`config.mk`:
```
export PLATFORM = sky130hd
export DESIGN_NAME = sram_stream_reader
export DESIGN_NICKNAME = d
export VERILOG_FILES = /design/src/rtl/sram_stream_reader_pkg.sv /design/src/rtl/sram_stream_reader_fifo.sv /design/src/rtl/sram_stream_reader.sv
export SDC_FILE = /design/constraint.sdc
export NUM_CORES = 1
export LEC_CHECK = 0
export BUFFER_PORTS_ARGS = -buffer_cell sky130_fd_sc_hd__buf_2
export CORE_MARGIN = 2
export CORE_UTILIZATION = 35
export DETAILED_ROUTE_END_ITERATION = 8
export PLACE_DENSITY = 0.65
export SYNTH_ARGS = -nofsm -noshare
export SYNTH_HDL_FRONTEND = slang
export SYNTH_HIERARCHICAL = 1
export SYNTH_SLANG_ARGS = --single-unit
```
`constraint.sdc`:
```
create_clock -name clk -period 7.1 [get_ports clk]
set_input_delay 0.355 -clock clk [delete_from_list [all_inputs] [get_ports clk]]
set_output_delay 0.355 -clock clk [all_outputs]
set_load 0.05 [all_outputs]
```
`src/rtl/sram_stream_reader_pkg.sv`:
```
// Shared constants, sizing helper and FSM encoding for the SRAM stream reader.
package sram_stream_reader_pkg;

  function automatic int clogb2(input int value);
    int r;
    r = 0;
    while ((1 << r) < value) r = r + 1;
    return r;
  endfunction

  localparam int NB_DATA = 8192;
  localparam int L_DATA  = 16;
  localparam int L_ADDR  = clogb2(NB_DATA);
  localparam int L_LEN   = L_ADDR + 1;

  typedef enum logic [1:0] {
    ST_IDLE  = 2'd0,
    ST_RUN   = 2'd1,
    ST_DRAIN = 2'd2
  } state_t;

endpackage

```
`src/rtl/sram_stream_reader_fifo.sv`:
```
// Two-entry fall-through FIFO: an empty FIFO passes the incoming word straight to
// the output, so a consumer that keeps up sees one beat per cycle.
module stream_skid_fifo2 #(
  parameter int W = 17
) (
  input  logic         clk,
  input  logic         rst,
  input  logic         in_valid,
  input  logic [W-1:0] in_data,
  output logic         out_valid,
  input  logic         out_ready,
  output logic [W-1:0] out_data,
  output logic [1:0]   count
);

  logic [W-1:0] mem_q [2];
  logic [W-1:0] mem_d [2];
  logic         rd_ptr_q, rd_ptr_d;
  logic         wr_ptr_q, wr_ptr_d;
  logic [1:0]   count_q, count_d;
  logic         empty, pop, wr_en, rd_en;

  always_comb begin
    empty     = (count_q == 2'd0);
    out_valid = !empty || in_valid;
    out_data  = empty ? (in_valid ? in_data : '0) : mem_q[rd_ptr_q];
    pop       = out_valid && out_ready;
    // A word arriving while empty and immediately accepted never lands in storage.
    wr_en     = in_valid && !(empty && out_ready);
    rd_en     = pop && !empty;
    mem_d     = mem_q;
    rd_ptr_d  = rd_ptr_q;
    wr_ptr_d  = wr_ptr_q;
    if (wr_en) begin
      mem_d[wr_ptr_q] = in_data;
      wr_ptr_d        = ~wr_ptr_q;
    end
    if (rd_en) rd_ptr_d = ~rd_ptr_q;
    count_d = count_q + {1'b0, wr_en} - {1'b0, rd_en};
    count   = count_q;
  end

  always_ff @(posedge clk) begin
    if (rst) begin
      mem_q[0] <= '0;
      mem_q[1] <= '0;
      rd_ptr_q <= 1'b0;
      wr_ptr_q <= 1'b0;
      count_q  <= 2'd0;
    end else begin
      mem_q    <= mem_d;
      rd_ptr_q <= rd_ptr_d;
      wr_ptr_q <= wr_ptr_d;
      count_q  <= count_d;
    end
  end

endmodule

```
`src/rtl/sram_stream_reader.sv`:
```
// Burst reader: issues sequential SRAM reads and returns the words as a
// valid/ready stream, throttled so returning data always has a FIFO slot.
module sram_stream_reader
  import sram_stream_reader_pkg::*;
(
  input  logic              clk,
  input  logic              rst,
  input  logic              cmd_valid,
  output logic              cmd_ready,
  input  logic [L_ADDR-1:0] cmd_base_addr,
  input  logic [L_LEN-1:0]  cmd_len,
  output logic              rEn,
  output logic [L_ADDR-1:0] rAddr,
  input  logic [L_DATA-1:0] rData,
  output logic              out_valid,
  input  logic              out_ready,
  output logic [L_DATA-1:0] out_data,
  output logic              out_last,
  output logic              done
);

  // Stream handshake: a beat transfers on a rising edge where out_valid and
  // out_ready are both 1; while out_valid=1 and out_ready=0 the beat is held.

  state_t            state_q, state_d;
  logic [L_ADDR-1:0] addr_q, addr_d;
  logic [L_LEN-1:0]  len_q, len_d;
  logic [L_LEN-1:0]  issued_q, issued_d;
  logic              inflight_q, inflight_d;
  logic              inflight_last_q, inflight_last_d;
  logic              done_q, done_d;
  logic              issue;
  logic [L_LEN-1:0]  len_clamped;
  logic [1:0]        fifo_count;
  logic [1:0]        credit_used;
  logic [L_DATA:0]   fifo_out;

  stream_skid_fifo2 #(.W(L_DATA + 1)) u_fifo (
    .clk      (clk),
    .rst      (rst),
    .in_valid (inflight_q),
    .in_data  ({inflight_last_q, rData}),
    .out_valid(out_valid),
    .out_ready(out_ready),
    .out_data (fifo_out),
    .count    (fifo_count)
  );

  always_comb begin
    state_d         = state_q;
    addr_d          = addr_q;
    len_d           = len_q;
    issued_d        = issued_q;
    done_d          = 1'b0;
    issue           = 1'b0;
    len_clamped     = (cmd_len > L_LEN'(NB_DATA)) ? L_LEN'(NB_DATA) : cmd_len;
    credit_used     = fifo_count + {1'b0, inflight_q};
    cmd_ready       = (state_q == ST_IDLE);
    unique case (state_q)
      ST_IDLE: begin
        if (cmd_valid) begin
          addr_d   = cmd_base_addr;
          len_d    = len_clamped;
          issued_d = '0;
          if (len_clamped == '0) done_d = 1'b1;
          else                   state_d = ST_RUN;
        end
      end
      ST_RUN: begin
        issue = (issued_q < len_q) && (credit_used < 2'd2);
        if (issue) begin
          issued_d = issued_q + L_LEN'(1);
          addr_d   = addr_q + L_ADDR'(1);
          if (issued_q == len_q - L_LEN'(1)) state_d = ST_DRAIN;
        end
      end
      ST_DRAIN: begin
        if (out_valid && out_ready && out_last) begin
          done_d  = 1'b1;
          state_d = ST_IDLE;
        end
      end
      default: state_d = ST_IDLE;
    endcase
    inflight_d      = issue;
    inflight_last_d = issue && (issued_q == len_q - L_LEN'(1));
  end

  always_ff @(posedge clk) begin
    if (rst) begin
      state_q         <= ST_IDLE;
      addr_q          <= '0;
      len_q           <= '0;
      issued_q        <= '0;
      inflight_q      <= 1'b0;
      inflight_last_q <= 1'b0;
      done_q          <= 1'b0;
    end else begin
      state_q         <= state_d;
      addr_q          <= addr_d;
      len_q           <= len_d;
      issued_q        <= issued_d;
      inflight_q      <= inflight_d;
      inflight_last_q <= inflight_last_d;
      done_q          <= done_d;
    end
  end

  assign rEn      = ~issue;
  assign rAddr    = addr_q;
  assign out_data = fifo_out[L_DATA-1:0];
  assign out_last = fifo_out[L_DATA];
  assign done     = done_q;

endmodule

```
=== Yosys cells after proc, flatten, opt, wreduce, memory -nomap -nowiden ===
Index checks and enable logic that the tools add are counted.
Widths: inputs -> output; s select.

* Div/mod/pow operators: 0
* Equal/unequal tests: 8
* Shifts and indexed selects: 0
* Reductions and logical operators: 18
* $lt $le $gt $ge: 6
* Muxes and demuxes: 26
* Multiply operators: 0
* Add/sub/neg operators: 6
* Bitwise gates (word level): 5

{| class="wikitable"
|+ Operators by type and width
! operator !! number
|-
| $mux 17 || 6
|-
| $mux 14 || 3
|-
| $bwmux 34 || 1
|-
| $pmux 14 s2 || 1
|-
| $mux 13 || 2
|-
| $pmux 13 s2 || 1
|-
| $demux 17 s1 || 1
|-
| $add 14x1->14 const B || 1
|-
| $eq 14x14->1 || 1
|-
| $gt 14x14->1 const B || 1
|-
| $logic_not 14->1 || 1
|-
| $lt 14x14->1 || 1
|-
| $sub 14x1->14 const B || 1
|-
| $add 13x1->13 const B || 1
|-
| $mux 2 || 5
|-
| $ne 2x2->1 const B || 5
|-
| $logic_and 1x1->1 || 8
|-
| $pmux 2 s3 || 1
|-
| $reduce_and 5->1 || 1
|-
| $add 2x1->2 || 2
|-
| $ge 2x2->1 const B || 2
|-
| $logic_not 2->1 || 2
|-
| $mux 1 || 4
|-
| $not 1->2 || 2
|-
| 12 further kinds || 15
|}

* Output and inout port bits: 34
* RAM bits: 0
* Bits in registers: 84
* Word-level logic and storage cells: 81
* Bits in latches: 0
* Bits in read-only memories: 0
* Memories kept: 0

=== Longest topological paths before layout ===
* Word-level depth: 8
* Gate-level depth with buffers: 11
* Depth with buffers taken out: 9

=== By module ===
The synthesis kept the hierarchy.

{| class="wikitable"
|+ Modules (own cells, without submodules)
! module !! sequential area each (µm²) !! area an instance (µm²) !! times used !! cells each
|-
| sram_stream_reader || 920.9 || 2997.9 || 1 || 374
|-
| stream_skid_fifo2 || 760.7 || 1993.2 || 1 || 233
|}

=== Worst setup path after synthesis ===
No wires, ideal clock.

* Path kind: reg2reg
* Start: register u_fifo.count_q[0] (netlist: u_fifo/count[0])
* End: register state_q[1]
* Clock period less this slack: 2.440 ns
* Arrival: 2.313 ns
* Slack: 4.660 ns
* Cell stages (with the launch flop): 7
* Path through: dfxtp_1 -> nor2_1 -> clkbuf_1 -> o21ai_0 -> nand4_1 -> nand3_1 -> o31ai_2

{| class="wikitable"
|+ RTL lines
! item !! line !! RTL
|-
| from (decl) || sram_stream_reader_fifo.sv:20 || <nowiki>logic [1:0] count_q, count_d;</nowiki>
|-
| from (signal assigned) || sram_stream_reader_fifo.sv:54 || <nowiki>count_q <= count_d;</nowiki>
|-
| $logic_not 2->1 || sram_stream_reader_fifo.sv:24 || <nowiki>empty = (count_q == 2'd0);</nowiki>
|-
| $mux 17 || sram_stream_reader_fifo.sv:26 || <nowiki>out_data = empty ? (in_valid ? in_data : '0) : mem_q[rd_ptr_q];</nowiki>
|-
| via out_last || sram_stream_reader.sv:18 || <nowiki>output logic out_last,</nowiki>
|-
| $logic_and 1x1->1 || sram_stream_reader.sv:78 || <nowiki>if (out_valid && out_ready && out_last) begin</nowiki>
|-
| $ne 2x2->1 (no line) || -- ||
|-
| $reduce_and 5->1 (no line) || -- ||
|-
| to (signal assigned) || sram_stream_reader.sv:99 || <nowiki>state_q <= state_d;</nowiki>
|-
| to (decl) || sram_stream_reader.sv:25 || <nowiki>state_t state_q, state_d;</nowiki>
|}

The timed path passes the listed nets, and every way through them passes these cells.
A chain may end at the register's enable or synchronous reset.

=== Final worst setup path ===
* Start: register inflight_q
* End: output rEn

* Longest elaborated chain between the ends: 5

{| class="wikitable"
|+ RTL lines
! item !! line !! RTL
|-
| from (decl) || sram_stream_reader.sv:29 || <nowiki>logic inflight_q, inflight_d;</nowiki>
|-
| from (signal assigned) || sram_stream_reader.sv:103 || <nowiki>inflight_q <= inflight_d;</nowiki>
|-
| $add 2x1->2 || sram_stream_reader.sv:57 || <nowiki>credit_used = fifo_count + {1'b0, inflight_q};</nowiki>
|-
| $lt 2x2->1 || sram_stream_reader.sv:70 || <nowiki>issue = (issued_q < len_q) && (credit_used < 2'd2);</nowiki>
|-
| $logic_and 1x1->1 || sram_stream_reader.sv:70 ||
|-
| $mux 1 || sram_stream_reader.sv:59 || <nowiki>unique case (state_q)</nowiki>
|-
| $not 1->1 || sram_stream_reader.sv:109 || <nowiki>assign rEn = ~issue;</nowiki>
|-
| to (decl) || sram_stream_reader.sv:12 || <nowiki>output logic rEn,</nowiki>
|}

Every way passes these cells.

==> results.cfg <==
[pwr]
power_mw = 1.43
p_leak_nw = 2.28
p_per_area_nw_per_um2 = 248
ir_worst_vdd_mv = 0.129

[cts]
clock-sinks = 84
clockBufferDepth = 2
insertion_delay_ps = 340
cts_tree = done
postCtsSetupRepairBufs = 0
clkTransAtPathRegs_ps = 70
cts_resized = 0
numCtsBuffers = 9
cts_hold_buf = 0
cts_root_buffer = clkbuf_16
cts-htree-levels = 3

[placed_design]
placed_cell_area_um2 = 5460
place_congestion = 0.920
port_buffers = 80
place_hpwl_um = 9400

[synthesis]
synth_fp_nets = 673
synth-simple-area-share = 0.259
syn_inst = 607
synth_seq_area_share = 0.337
async_reset_ff_frac = 0
ys_ff_latch = 84
synth_compound_area_frac = 0.188
synth_top_family_by_area = simple AND/OR/NAND/NOR gates
netlist-cell-type-count = 64
synth_flop_cell = dfxtp_1
synthesis.area_um2 = 4990
synth_fa_ha_area_frac = 0.0476
yosysWarnings = 6
synth_area_per_cell_um2 = 8.22
synth_edf_count = 0
synth.mux.area_fraction = 0.0702
synthXorXnorAreaFrac = 0.0456

[floorplanning]
die_w_um = 123
die_y_um = 123
boundaryPins = 81
die-area_um2 = 15200
coreArea_um2 = 13900
start_util = 0.360
rows = 43

[timing]
setup_violations = 0
worst_pin_slew_ps = 1240
fin_crit_sh = 0.442
fmax_mhz = 319
max_slew_margin = 0.171
finalHoldViolations = 0
fin_worst_skew_ps = 5.73
rsz0062_at_grt = no
fin_crit_ps = 3140
tns_ps = 0
slew_viol_final = 0

[grt]
gr-usage-met2 = 0.307
grt_pass1_wl_um = 21800
grt_max_degree = 84
met3_usage = 0.0434
overflow = 0
grt_pass1_vias = 4462
global_route.usage.met1 = 0.230
track_usage = 0.182
busiest_layer = met2
antenna_found_initial = 0

[critical_path]
cp_data_required_time_ps = 6740
cp-start-kind = register
crit_path_end_kind = output port
path_class = register to output port
worstPathMaxFanout = 23
crit_arrival_ps = 2780

[route]
drt-total-wl_um = 13500
drt_iter0_drc = 305
dr.pass1.iters = 4
post_drt_wl_per_cell_um = 15.9
vias = 4678
antenna_left = 0
drc_errors = 0
viasPerCell = 5.52

[final_layout]
antenna_cells = 0
layout_common_cells = dfxtp_1 (84), buf_2 (80), o21ai_0 (57), nand2_1 (40), nand2b_1 (39)
final_cell_area_um2 = 5770
area_growth_pct = 15.6
nets = 728
drive_gt1_frac = 0.169
final_common_cell = dfxtp_1

[job]
max-cap-violations = 0

[run_status]
status = complete, no violations

[hold_path]
hp-class = input port to register
-- worst paths after layout --
path | from | end | slack (ps) | cells after the start
setup / recovery | inflight_q | rEn | 3960 | 6
hold / removal | cmd_len[10] | len_q[10] | 220 | 3
setup reg to reg | inflight_q | issued_q[10] | 4320 | 6
hold reg to reg | u_fifo/mem_q[31] | u_fifo/mem_q[31] | 480 | 2
-- state kept, by name, indices dropped and copies added (netlist names) --
signal           count
rAddr               13
inflight_q           1
issued_q            14
done                 1
u_fifo/rd_ptr_q      1
state_q              2
inflight_last_q      1
u_fifo/count         2
u_fifo/mem_q        34
len_q               14
u_fifo/wr_ptr_q      1
-- metrics by stage --
step           instances  utilization  setup slack [ps]  hold WS, ps
2_1_floorplan        607            -              4660          448
3_3_place_gp         831        0.394              4400          458
3_5_place_dp         831        0.394              4320          469
4_1_cts              847        0.416              3940          212
5_1_grt              847        0.416              3790          242
6_report             847        0.416              3960          224
-- worst max-delay path, stage by stage, from the launching register on --
cell,delay (ps)
dfxtp_1,910
a21bo_2,260
o2111a_1,200
o211a_1,350
and2_1,390
inv_2,90
buf_2,220
-- kinds of logic (layout without fill, tap and decap cells) --
kind of cell | Yosys count | count (layout)
simple gates | 234 | 234
compound gates | 148 | 148
mux | 35 | 35
xor+xnor | 26 | 26
fa+ha+maj | 19 | 19
flops | 84 | 84
buf+inv | 61 | 121
-- cell usage after synthesis, drive strengths merged (7+ instances only) --
master  count  area share
dfxtp      84        0.34
xnor2      11       0.019
nor2       30       0.023
nand2      40       0.030
nand3      32       0.032
and3       11       0.014
a21oi      23       0.024
nor2b      22       0.028
and2        7      0.0088
mux2i      35       0.070
nand2b     39       0.049
or4         7       0.011
xor2       15       0.026
clkbuf     27       0.021
inv        23       0.017
nor3       12       0.013
buf        11       0.015
ha         19       0.048
a221oi      7       0.012
o21ai      72       0.072
nand4      10       0.013
-- cell type report --
type | instances | area, um^2
multi-input cells | 462 | 3050
clock inverters | 7 | 82.6
repair buffers | 82 | 415
flip-flops and latches | 84 | 1680
well taps | 180 | 225
fillers | 1404 | 8110
inverters | 23 | 86.3
clock buffers | 9 | 225
-- where the power goes --
part / internal, mW / switching, mW
Clock: 0.278 / 0.208
Combinational: 0.126 / 0.273
Sequential: 0.497 / 0.0501
-- metal layers --
| layer | wire length (um) | vias up | share of wire |
|---|---|---|---|
| met5 | 0 | - | 0 |
| met4 | 182 | 0 | 0.014 |
| li1 | - | 2305 | - |
| met2 | 6520 | 138 | 0.48 |
| met1 | 5940 | 2220 | 0.44 |
| met3 | 825 | 15 | 0.061 |
(Power assumes the default switching activity.)
